### src/rtl/row_window_fifo.sv
// Circular FIFO feeding convolution window builders: single-word push, single or row-step pop, parallel window view.
// Optional macro ROW_WINDOW_FIFO_LEVEL_EN adds level and almost_full outputs.
module row_window_fifo #(
  parameter int unsigned DATA_WIDTH = 8,
  parameter int unsigned DEPTH      = 16,
  parameter int unsigned ROW_SHIFT  = 3,
  parameter int unsigned WINDOW     = 3,
  localparam int unsigned CW        = $clog2(DEPTH + 1)
) (
  input  logic                         clock,
  input  logic                         reset,
  input  logic                         push,
  input  logic [DATA_WIDTH-1:0]        push_data,
  input  logic                         pop,
  input  logic                         pop_row,
  input  logic                         flush,
  output logic [DATA_WIDTH-1:0]        data_out,
  output logic [WINDOW*DATA_WIDTH-1:0] window_out,
  output logic                         window_valid,
  output logic                         row_shift_rdy,
  output logic                         full,
  output logic                         empty,
  output logic                         overflow,
  output logic                         underflow
`ifdef ROW_WINDOW_FIFO_LEVEL_EN
  ,
  output logic [CW-1:0]                level,
  output logic                         almost_full
`endif
);

  localparam int unsigned PW  = $clog2(DEPTH);
  localparam int unsigned PW1 = PW + 1;

  logic [DATA_WIDTH-1:0] r_mem [DEPTH];
  logic [PW-1:0]         r_head;
  logic [PW-1:0]         r_tail;
  logic [CW-1:0]         r_count;
  logic                  r_overflow;
  logic                  r_underflow;

  logic                  w_row_acc;
  logic                  w_pop_acc;
  logic                  w_push_acc;
  logic                  w_overflow_nxt;
  logic                  w_underflow_nxt;
  logic [CW-1:0]         w_count_nxt;

  // Pointer advance modulo DEPTH; inc never exceeds DEPTH so one correction suffices.
  function automatic logic [PW-1:0] wrap_add(input logic [PW-1:0] p, input logic [PW:0] inc);
    logic [PW:0] s;
    s = {1'b0, p} + inc;
    if (s >= PW1'(DEPTH)) s = s - PW1'(DEPTH);
    return s[PW-1:0];
  endfunction

  // Request arbitration: flush wins, pop_row shadows pop, push may reuse a slot freed this cycle.
  always_comb begin
    w_row_acc       = 1'b0;
    w_pop_acc       = 1'b0;
    w_push_acc      = 1'b0;
    w_overflow_nxt  = 1'b0;
    w_underflow_nxt = 1'b0;
    if (!flush) begin
      w_row_acc       = pop_row && (r_count >= CW'(ROW_SHIFT));
      w_pop_acc       = pop && !pop_row && (r_count != '0);
      w_push_acc      = push && ((r_count < CW'(DEPTH)) || w_row_acc || w_pop_acc);
      w_overflow_nxt  = push && !w_push_acc;
      w_underflow_nxt = (pop_row && !w_row_acc) || (pop && !pop_row && (r_count == '0));
    end
    w_count_nxt = r_count + CW'(w_push_acc) - CW'(w_pop_acc)
                - (w_row_acc ? CW'(ROW_SHIFT) : CW'(0));
  end

  always_ff @(posedge clock or negedge reset) begin
    if (!reset) begin
      r_head      <= '0;
      r_tail      <= '0;
      r_count     <= '0;
      r_overflow  <= 1'b0;
      r_underflow <= 1'b0;
      for (int unsigned i = 0; i < DEPTH; i++) r_mem[i] <= '0;
    end else begin
      r_overflow  <= w_overflow_nxt;
      r_underflow <= w_underflow_nxt;
      if (flush) begin
        r_head  <= '0;
        r_tail  <= '0;
        r_count <= '0;
      end else begin
        r_count <= w_count_nxt;
        if (w_row_acc)      r_head <= wrap_add(r_head, PW1'(ROW_SHIFT));
        else if (w_pop_acc) r_head <= wrap_add(r_head, PW1'(1));
        if (w_push_acc) begin
          r_mem[r_tail] <= push_data;
          r_tail        <= wrap_add(r_tail, PW1'(1));
        end
      end
    end
  end

  // Window slots beyond the current occupancy read as zero.
  always_comb begin
    window_out = '0;
    for (int unsigned i = 0; i < WINDOW; i++) begin
      if (CW'(i) < r_count)
        window_out[i*DATA_WIDTH +: DATA_WIDTH] = r_mem[wrap_add(r_head, PW1'(i))];
    end
  end

  assign empty         = (r_count == '0);
  assign full          = (r_count == CW'(DEPTH));
  assign data_out      = empty ? '0 : r_mem[r_head];
  assign window_valid  = (r_count >= CW'(WINDOW));
  assign row_shift_rdy = (r_count >= CW'(ROW_SHIFT));
  assign overflow      = r_overflow;
  assign underflow     = r_underflow;

`ifdef ROW_WINDOW_FIFO_LEVEL_EN
  assign level       = r_count;
  assign almost_full = (r_count >= CW'(DEPTH - ROW_SHIFT));
`endif

endmodule

### config.mk
export PLATFORM = sky130hd
export DESIGN_NAME = row_window_fifo
export DESIGN_NICKNAME = d
export VERILOG_FILES = /design/src/rtl/row_window_fifo.sv
export SDC_FILE = /design/constraint.sdc
export NUM_CORES = 1
export LEC_CHECK = 0
export CAP_MARGIN = 20
export CORE_UTILIZATION = 60
export DETAILED_ROUTE_END_ITERATION = 16
export PLACE_DENSITY = 0.86
export SLEW_MARGIN = 10
export SYNTH_ARGS = -nofsm -noshare
export SYNTH_HDL_FRONTEND = slang
export SYNTH_SLANG_ARGS = --single-unit
### constraint.sdc
create_clock -name clock -period 4.5 [get_ports clock]
set_input_delay 0.9 -clock clock [delete_from_list [all_inputs] [get_ports clock]]
set_output_delay 0.9 -clock clock [all_outputs]
set_load 0.01 [all_outputs]
### Yosys cells after proc, flatten, opt, wreduce, memory -nomap -nowiden

Index checks and enable logic that the tools add are counted.

| storage, ports and cells | value |
|---|---|
| register bits | 143 |
| bits of input ports | 14 |
| word-level logic and storage cells | 114 |

| cells by class | value |
|---|---|
| $add $sub $neg | 12 |
| order comparisons | 16 |
| equality and inequality tests | 1 |
| muxes and demuxes | 39 |
| bitwise logic cells | 6 |
| reductions and logical operators | 19 |

Operator list:

| cell | count |
|---|---|
| $bmux 8 s4 | 4 |
| $bwmux 128 | 1 |
| $mux 8 | 13 |
| $mux 4 | 13 |
| $ge 5x5->1 const B | 9 |
| $demux 8 s4 | 1 |
| $not 4->5 | 5 |
| $sub 4x1->4 const B | 5 |
| $add 4x1->5 const B | 2 |
| $add 4x2->5 const B | 2 |
| $lt 1x5->1 const A | 2 |
| $logic_and 1x1->1 | 8 |
| $add 5x1->5 | 1 |
| $eq 5x5->1 const B | 1 |
| $ge 4x5->1 const B | 1 |
| $ge 5x2->1 const B | 1 |
| $logic_not 5->1 | 1 |
| $lt 2x5->1 const A | 1 |
| $lt 5x1->1 const B | 1 |
| $lt 5x5->1 const B | 1 |
| $mux 1 | 5 |
| $mux 5 | 1 |
| $reduce_bool 5->1 | 1 |
| $sub 5x1->5 | 1 |
| other kinds (8) | 12 |

### Longest topological paths before layout

Gate-level depths: netlist of run 1.

| logic depth | value |
|---|---|
| depth after elaboration | 10 |
| mapped depth | 14 |
| mapped depth without buffers | 13 |

### Worst setup path before layout of run 1

No wires, ideal clock.

| path | value |
|---|---|
| kind | register to output |
| start | register r_head[1] |
| end | output port window_out[14] |
| arrival time | 2,914 ps |
| path slack | 686 ps |
| cell stages (with the launch flop) | 12 |
| buffers on the path | 5 |
| cells stage by stage | dfrtp_1 > buf_4 > buf_2 > buf_2 > inv_1 > ha_1 > buf_2 > buf_2 > mux4_2 > inv_1 > o22ai_1 > a221o_1 |

| on the way | value |
|---|---|
| longest elaborated chain between the ends | 9 |

RTL lines:

| item | line | source |
|---|---|---|
| start: declaration | 36 | `logic [PW-1:0] r_head;` |
| start signal: assignment | 92 | `if (w_row_acc) r_head <= wrap_add(r_head, PW1'(ROW_SHIFT));` |
| start signal: assignment | 93 | `else if (w_pop_acc) r_head <= wrap_add(r_head, PW1'(1));` |
| $add 4x1->5 (*) | 52 | `s = {1'b0, p} + inc;` |
| $sub 4x1->4 or $ge 5x5->1 (tied branches) | 53 | `if (s >= PW1'(DEPTH)) s = s - PW1'(DEPTH);` |
| $mux 4 (*) | 53 |  |
| $mux 4 (*) | 106 | `if (CW'(i) < r_count)` |
| $not 4->5 (not written as such) (*) | 107 | `window_out[i*DATA_WIDTH +: DATA_WIDTH] = r_mem[wrap_add(r_head, PW1'(i))];` |
| $bmux 8 s4 (*) | 107 |  |
| $mux 8 (not written as such) (*) (2 in a row) | 107 |  |
| $mux 8 (*) | 106 |  |
| end: declaration | 18 | `output logic [WINDOW*DATA_WIDTH-1:0] window_out,` |

Mark *: on every way between the ends. The rest lies on a longest branch, timed or not. The select of a mux whose other input is x is not followed.

### Worst setup path after layout of run 1

| path | value |
|---|---|
| start | register r_head[1] |
| end | output port window_out[15] |

The elaborated chain is that of the path after synthesis.

==> impl_metrics.env, run 1 <==
export IMPL_antenna_cells=0
export IMPL_drive_gt1_frac=0.378
export IMPL_end_kind="output pin"
export IMPL_async_flop_share=1.00
export IMPL_clk_pin_slew_worst_paths_ns=0.06
export IMPL_route_detailed_wl_per_inst_um=26.6
export IMPL_switchingPower_w=0.00244
export IMPL_power_frac_clock=0.221
export IMPL_max_cap_viol_count=0
export IMPL_ios=52
export IMPL_status="finished clean"
export IMPL_tightestPinTransition_ns=0.789
export IMPL_cts_tree="built"
export IMPL_via_per_inst=7.32
export IMPL_grt_pass1_vias=6641
export IMPL_hold_viol=0
export IMPL_fill_cells=952
export IMPL_grt_pass1_wl_um=38300
export IMPL_postCtsSetupRepairBufs=0
export IMPL_final_nets=758
export IMPL_postSynthCellCount=687
export IMPL_combPwrFrac=0.516
export IMPL_cp_start_kind="flip-flop"
export IMPL_setup_viol=0
export IMPL_insertion_delay_ns=0.43
export IMPL_first_pass_iters=5
export IMPL_p_leak_nw=4.41
export IMPL_ys_flop_type="dfrtp_1"
export IMPL_clockBufferDepth=2
export IMPL_yosysSeqAreaShare=0.388
export IMPL_syn_cell_area_um2=9230
export IMPL_die_x_um=126
export IMPL_drt_met1_wl_um=9660
export IMPL_chipHeight_um=126
export IMPL_top_layer_used="met4"
export IMPL_synth_seq_cells=143
export IMPL_critPathKind="reg2out"
export IMPL_dieArea_um2=15900
export IMPL_crit_fanout=74
export IMPL_cts_sinks=143
export IMPL_start_util=0.626
export IMPL_cts_root_buf="clkbuf_16"
export IMPL_grtUsageTotal=0.324
export IMPL_antenna_found_initial=0
export IMPL_detail_route_antenna_nets=0
export IMPL_worst_hold_slack_ns=0.401
export IMPL_fp_row_count=44
export IMPL_critPathRequiredTime_ns=3.60
export IMPL_grt_max_degree=123
export IMPL_drt_initial_drc_count=642
export IMPL_hpwl_um=16400
export IMPL_skew_ns=0.00778
export IMPL_synth_warnings=0
export IMPL_path_cells="buf_12 > ha_1 > xor2_1 > o221ai_2 > o22ai_1 > a221o_1 > clkdlybuf4s50_1"
export IMPL_synth_distinct_cells=55
export IMPL_routed_wl_met3_um=2630
export IMPL_p_per_area_nw_per_um2=617
export IMPL_wl_met2_um=11400
export IMPL_area_delta_synth_final_pct=13.8
export IMPL_num_vias=6759
export IMPL_hold_class="in2async"
export IMPL_cp_arrival_ns=3.34
export IMPL_max_slew_margin=0.474
export IMPL_vdd_drop_max_v=0.000423
export IMPL_fin_crit_ns=4.24
export IMPL_p_sw_frac=0.377
export IMPL_slowest_stage="clkdlybuf4s50_1"
export IMPL_final_period_utilization=0.941
export IMPL_fin_tns_setup_ns=0
export IMPL_port_buffers=51
export IMPL_cts_buffers=17
export IMPL_p_int_w=0.00404
export IMPL_overflow=0
export IMPL_core_area_um2=14800
export IMPL_timing_fmax_mhz=236
export IMPL_drt_wl_total_um=24600
export IMPL_htree_levels=4
export IMPL_gp_congestion=0.919
export IMPL_sequentialPowerShare=0.263
export IMPL_hold_buffers=0
export IMPL_syn_avg_cell_area_um2=13.4
export IMPL_drcViolationCount=0
export IMPL_synth_edf_count=0
export IMPL_rsz0062_at_grt="false"
export IMPL_cpPeakStageDelay_ns=0.54
export IMPL_maxSlewViolCount=0
export IMPL_synthesis_nets=719
## cells by family after synthesis
group                    after synthesis  share of synthesized area
adder cells (fa/ha/maj)               18                     0.0268
flip-flops                           143                      0.388
XOR/XNOR                               5                    0.00474
AO/OA/AOI/OAI                        114                      0.114
AND/OR/NAND/NOR                       71                     0.0411
buffers and inverters                 81                     0.0435
multiplexers                         255                      0.383
## layer usage
layer,track usage,up-vias
li1,-,2760
met4,0.159,0
met2,0.488,442
met1,0.428,3479
met5,0,-
met3,0.102,78
## final timing paths
check,startpoint,end,slack [ns],depth (start not counted)
max,r_head[1],window_out[15],0.26,7
min,reset,r_count[2],0.40,1
max reg2reg,r_count[4],r_count[3],1.04,12
min reg2reg,r_mem[31],r_mem[31],0.53,1
max in group asynchronous,reset,r_mem[61],3.00,3
min in group clock,r_mem[31],r_mem[31],0.53,1
## timing repair
item                       in CTS  in global routing
hold endpoints to repair        0                  0
setup endpoints to repair       0                  5
gates resized for setup         0                  1
## metrics by stage
stage / power (W) / cells / util / area [µm²] / setup slack (ns)
2_1_floorplan: 0.00379 / 687 / - / 9230 / 0.686
3_3_place_gp: 0.00490 / 890 / 0.669 / 9870 / 0.686
3_5_place_dp: 0.00500 / 890 / 0.669 / 9870 / 0.522
4_1_cts: 0.00645 / 922 / 0.710 / 10500 / 0.0745
5_1_grt: 0.00675 / 923 / 0.712 / 10500 / 0.152
6_report: 0.00648 / 923 / 0.712 / 10500 / 0.264
## power by group through the flow
stage / clock [W] / combinational (W) / sequential [W]
after floorplan: 0 / 0.00217 / 0.00162
after global placement: 0 / 0.00321 / 0.00168
after detailed placement: 0 / 0.00329 / 0.00171
after CTS: 0.00145 / 0.00332 / 0.00169
after global routing: 0.00151 / 0.00352 / 0.00172
final: 0.00143 / 0.00335 / 0.00170
## state kept, by name (all words and copies together) (netlist names)
name,cells
r_tail,4
overflow,1
r_mem,128
r_count,5
r_head,4
underflow,1
## critical path, delay by kind of cell (launching register included)
| kind | cells | cell delay (ns) |
|---|---|---|
| xor gates and xnor gates | 1 | 0.28 |
| buffers and inverters | 2 | 0.92 |
| adders and majority gates | 1 | 0.34 |
| AOI/OAI and AO/OA | 3 | 0.86 |
| DFF | 1 | 0.44 |
## cell type report
class	count	area, µm²	share of cell area
inverter	31	116	0.0111
clock inverter	11	131	0.0125
timing repair buffer	70	699	0.0666
sequential	143	3590	0.341
clock buffer	21	470	0.0448
tap	184	230	0.0219
multi-input combinational	463	5270	0.502
## synthesized netlist by cell type (5+ instances only)
library cell | n | share of area
inv_1 | 31 | 0.013
nor2_1 | 30 | 0.012
dfrtp_1 | 143 | 0.39
buf_4 | 9 | 0.0073
mux2i_1 | 58 | 0.063
ha_1 | 15 | 0.020
nand2_1 | 6 | 0.0024
o22ai_1 | 25 | 0.017
nor2b_1 | 10 | 0.0068
a2bb2oi_1 | 9 | 0.0085
a221o_1 | 15 | 0.016
a21oi_1 | 13 | 0.0070
a22o_1 | 7 | 0.0066
mux4_2 | 65 | 0.16
buf_2 | 18 | 0.0098
buf_1 | 5 | 0.0020
a211oi_1 | 11 | 0.0089
mux2_2 | 132 | 0.16
clkbuf_1 | 13 | 0.0053
o2111ai_2 | 9 | 0.015
## placed cells by master, fill, tap and decap left out, types with 3 or more instances in the layout
master / n
a22o_1: 7
clkinv_4: 3
clkbuf_8: 3
mux2i_1: 58
a211oi_1: 11
a211oi_4: 4
ha_1: 14
buf_4: 16
a21oi_1: 13
nand3b_1: 3
and2_1: 3
o2111ai_2: 9
fa_1: 3
a2bb2oi_1: 9
o2111ai_4: 3
o22ai_1: 25
mux4_2: 65
xor2_1: 4
clkdlybuf4s50_1: 50
mux2_2: 132
nor2_1: 30
clkinvlp_4: 3
dfrtp_1: 141
inv_1: 31
nand2_1: 6
a221o_1: 15
clkbuf_16: 17
nand3_1: 3
nor2b_1: 9
Note: power is estimated with default switching activity, not from simulation.
==> run 2: changes to the inputs <==
--- a/config.mk
+++ b/config.mk
@@ -7,6 +7,7 @@
 export LEC_CHECK = 0
 export CAP_MARGIN = 20
 export CORE_UTILIZATION = 60
+export CTS_CLUSTER_DIAMETER = 100
 export DETAILED_ROUTE_END_ITERATION = 16
 export PLACE_DENSITY = 0.86
 export SLEW_MARGIN = 10
==> results of run 2 <==
Same layout as run 1: the final DEF is identical, and so are final timing and power.
==> run 3: changes to the inputs <==
--- a/config.mk
+++ b/config.mk
@@ -6,6 +6,7 @@
 export NUM_CORES = 1
 export LEC_CHECK = 0
 export CAP_MARGIN = 20
+export CORE_MARGIN = 1.5
 export CORE_UTILIZATION = 60
 export CTS_CLUSTER_DIAMETER = 100
 export DETAILED_ROUTE_END_ITERATION = 16
==> constraint.sdc (replaced) <==
create_clock -name clock -period 4.57 [get_ports clock]
set_input_delay 0.914 -clock clock [delete_from_list [all_inputs] [get_ports clock]]
set_output_delay 0.914 -clock clock [all_outputs]
set_load 0.01 [all_outputs]
==> run 3 against run 2 <==
Net effect: global-route usage increased by 0.41 points; sequential power is essentially flat; critical path depth did not move; via count fell by 0.22%; wire length up 2.5%; flip-flop and latch count unchanged; largest power group unchanged; highest routed layer unchanged; largest cell class unchanged; sequential share of layout area is essentially flat; combinational power fell by 3%.
==> impl_metrics.env, run 3 (synthesized netlist as in run 1, its figures left out) <==
export IMPL_status="finished clean"
export IMPL_ff_latch_area_um2=3590
export IMPL_drt_initial_drc_count=764
export IMPL_cp_start_kind="flip-flop"
export IMPL_critical_path_startpoint="r_head[0]"
export IMPL_path_cells="buf_12 > ha_1 > xor2_1 > o221ai_2 > o22ai_1 > a221o_1 > clkdlybuf4s50_1"
export IMPL_clk_pin_slew_worst_paths_ns=0.06
export IMPL_maxSlewViolCount=0
export IMPL_cpPeakStageDelay_ns=0.54
export IMPL_reg_top3="r_mem x128, r_count x5"
export IMPL_p_leak_nw=4.39
export IMPL_regToRegStartpoint="r_count[4]"
export IMPL_tightestPinTransition_ns=0.872
export IMPL_r2r_cells=12
export IMPL_max_slew_margin=0.419
export IMPL_port_buffers=51
export IMPL_htree_levels=4
export IMPL_post_route_util=0.696
export IMPL_postCtsSetupRepairBufs=0
export IMPL_vdd_drop_max_v=0.000492
export IMPL_overflow=0
export IMPL_grt_pass1_wl_um=39700
export IMPL_route_detailed_wl_per_inst_um=27.3
export IMPL_cts_buffers=17
export IMPL_num_vias=6744
export IMPL_drive_gt1_frac=0.374
export IMPL_grt_pass1_vias=6844
export IMPL_p_per_area_nw_per_um2=608
export IMPL_die_x_um=127
export IMPL_r2r_end="r_count[3]"
export IMPL_max_cap_viol_count=0
export IMPL_crit_fanout=88
export IMPL_hold_buffers=0
export IMPL_ios=52
export IMPL_cts_sinks=143
export IMPL_final_common_cell="dfrtp_1"
export IMPL_insertion_delay_ns=0.42
export IMPL_chipHeight_um=127
export IMPL_final_cell_count_no_fill=923
export IMPL_crit_buf_inv=2
export IMPL_core_area_um2=15100
export IMPL_r2r_slack_ns=1.07
export IMPL_cp_arrival_ns=3.54
export IMPL_regMostFlops="r_mem"
export IMPL_critPathRequiredTime_ns=3.66
export IMPL_drcViolationCount=0
export IMPL_cts_tree="built"
export IMPL_end_kind="output pin"
export IMPL_dieArea_um2=16100
export IMPL_antenna_found_initial=0
export IMPL_via_per_inst=7.31
export IMPL_fill_cells=1016
export IMPL_fin_crit_ns=4.45
export IMPL_start_util=0.612
export IMPL_multi_input_area_um2=5280
export IMPL_largest_reg_flops=128
export IMPL_endpoint="window_out[14]"
export IMPL_hpwl_um=16800
export IMPL_postCtsResizedCells=0
export IMPL_skew_ns=0.00826
export IMPL_cts_root_buf="clkbuf_16"
export IMPL_numPlacedInstances=891
export IMPL_power_total_w=0.00638
export IMPL_final_period_utilization=0.974
export IMPL_grtUsageTotal=0.328
export IMPL_gp_congestion=0.906
export IMPL_rsz0062_at_grt="false"
export IMPL_fin_tns_setup_ns=0
export IMPL_slowest_stage="clkdlybuf4s50_1"
export IMPL_cp_top_family="compound AO/OA/AOI/OAI gates"
export IMPL_critPathKind="reg2out"
export IMPL_crit_cells=7
export IMPL_first_pass_iters=5
export IMPL_grt_max_degree=121
export IMPL_timing_fmax_mhz=225
export IMPL_clockBufferDepth=2
export IMPL_final_cell_mix="141 x dfrtp_1, 132 x mux2_2, 65 x mux4_2"
export IMPL_area_delta_synth_final_pct=13.8
export IMPL_final_nets=755
export IMPL_antenna_cells=0
export IMPL_hold_viol=0
export IMPL_setup_viol=0
export IMPL_drt_wl_total_um=25200
export IMPL_detail_route_antenna_nets=0
export IMPL_hold_class="in2async"
export IMPL_fp_row_count=45
[run 3: changes by cell type in the layout (fill, tap and decap cells not counted), sizes merged]
| cell | previous run | this run |
|---|---|---|
| clkinvlp | 3 | 2 |
| clkinv | 4 | 3 |
| bufinv | 2 | 3 |
| clkbuf | 21 | 22 |
| buf | 20 | 17 |
| inv | 33 | 32 |
[run 3: layout make-up]
type | count | area share
sequential | 143 | 0.341
timing repair buffer | 67 | 0.0642
clock buffer | 22 | 0.0452
tap | 188 | 0.0224
inverter | 31 | 0.0111
clock inverter | 9 | 0.0126
multi-input combinational | 463 | 0.503
[run 3: per-stage QoR]
step                      hold slack [ns]  worst slack (ns)  cell area [µm²]
final                               0.394             0.117            10500
after global routing                0.421            0.0526            10500
after CTS                           0.547            0.0652            10400
after detailed placement            0.534             0.524             9840
after global placement              0.526             0.594             9830
after floorplan                     0.497             0.742             9230
[run 3: where the power goes]
group	total, W	switching, W	leakage [nW]	internal, W
sequential	0.00169	0.000234	1.94	0.00146
clock	0.00144	0.000538	0.293	0.000900
combinational	0.00325	0.00160	2.16	0.00165
[run 3: worst min path at each step]
stage / from / endpoint / slack (ns) / cells past startpoint
after detailed placement: r_mem[28] / r_mem[28] / 0.53 / 1
after global routing: reset / overflow / 0.42 / 1
after floorplan: r_mem[24] / r_mem[24] / 0.50 / 1
final: reset / overflow / 0.39 / 1
after CTS: r_mem[28] / r_mem[28] / 0.55 / 1
after global placement: r_mem[56] / r_mem[56] / 0.53 / 1
[run 3: worst reg2reg max path, cell delays in order, from the launching register on]
cell,delay [ns]
dfrtp_1,0.44
inv_1,0.09
ha_1,0.17
nand2b_1,0.21
o21ai_4,0.48
nor2_1,0.17
fa_1,0.44
fa_1,0.49
inv_1,0.04
ha_1,0.22
fa_1,0.39
xor2_1,0.18
nor2_1,0.06
[run 3: routing by layer]
layer  GRT usage  up-vias  routed length (µm)
li1            -     2743                   -
met5           0        -                   0
met4       0.164        0                1310
met1       0.434     3511                9690
met3      0.0503      112                1670
met2       0.536      378               12500
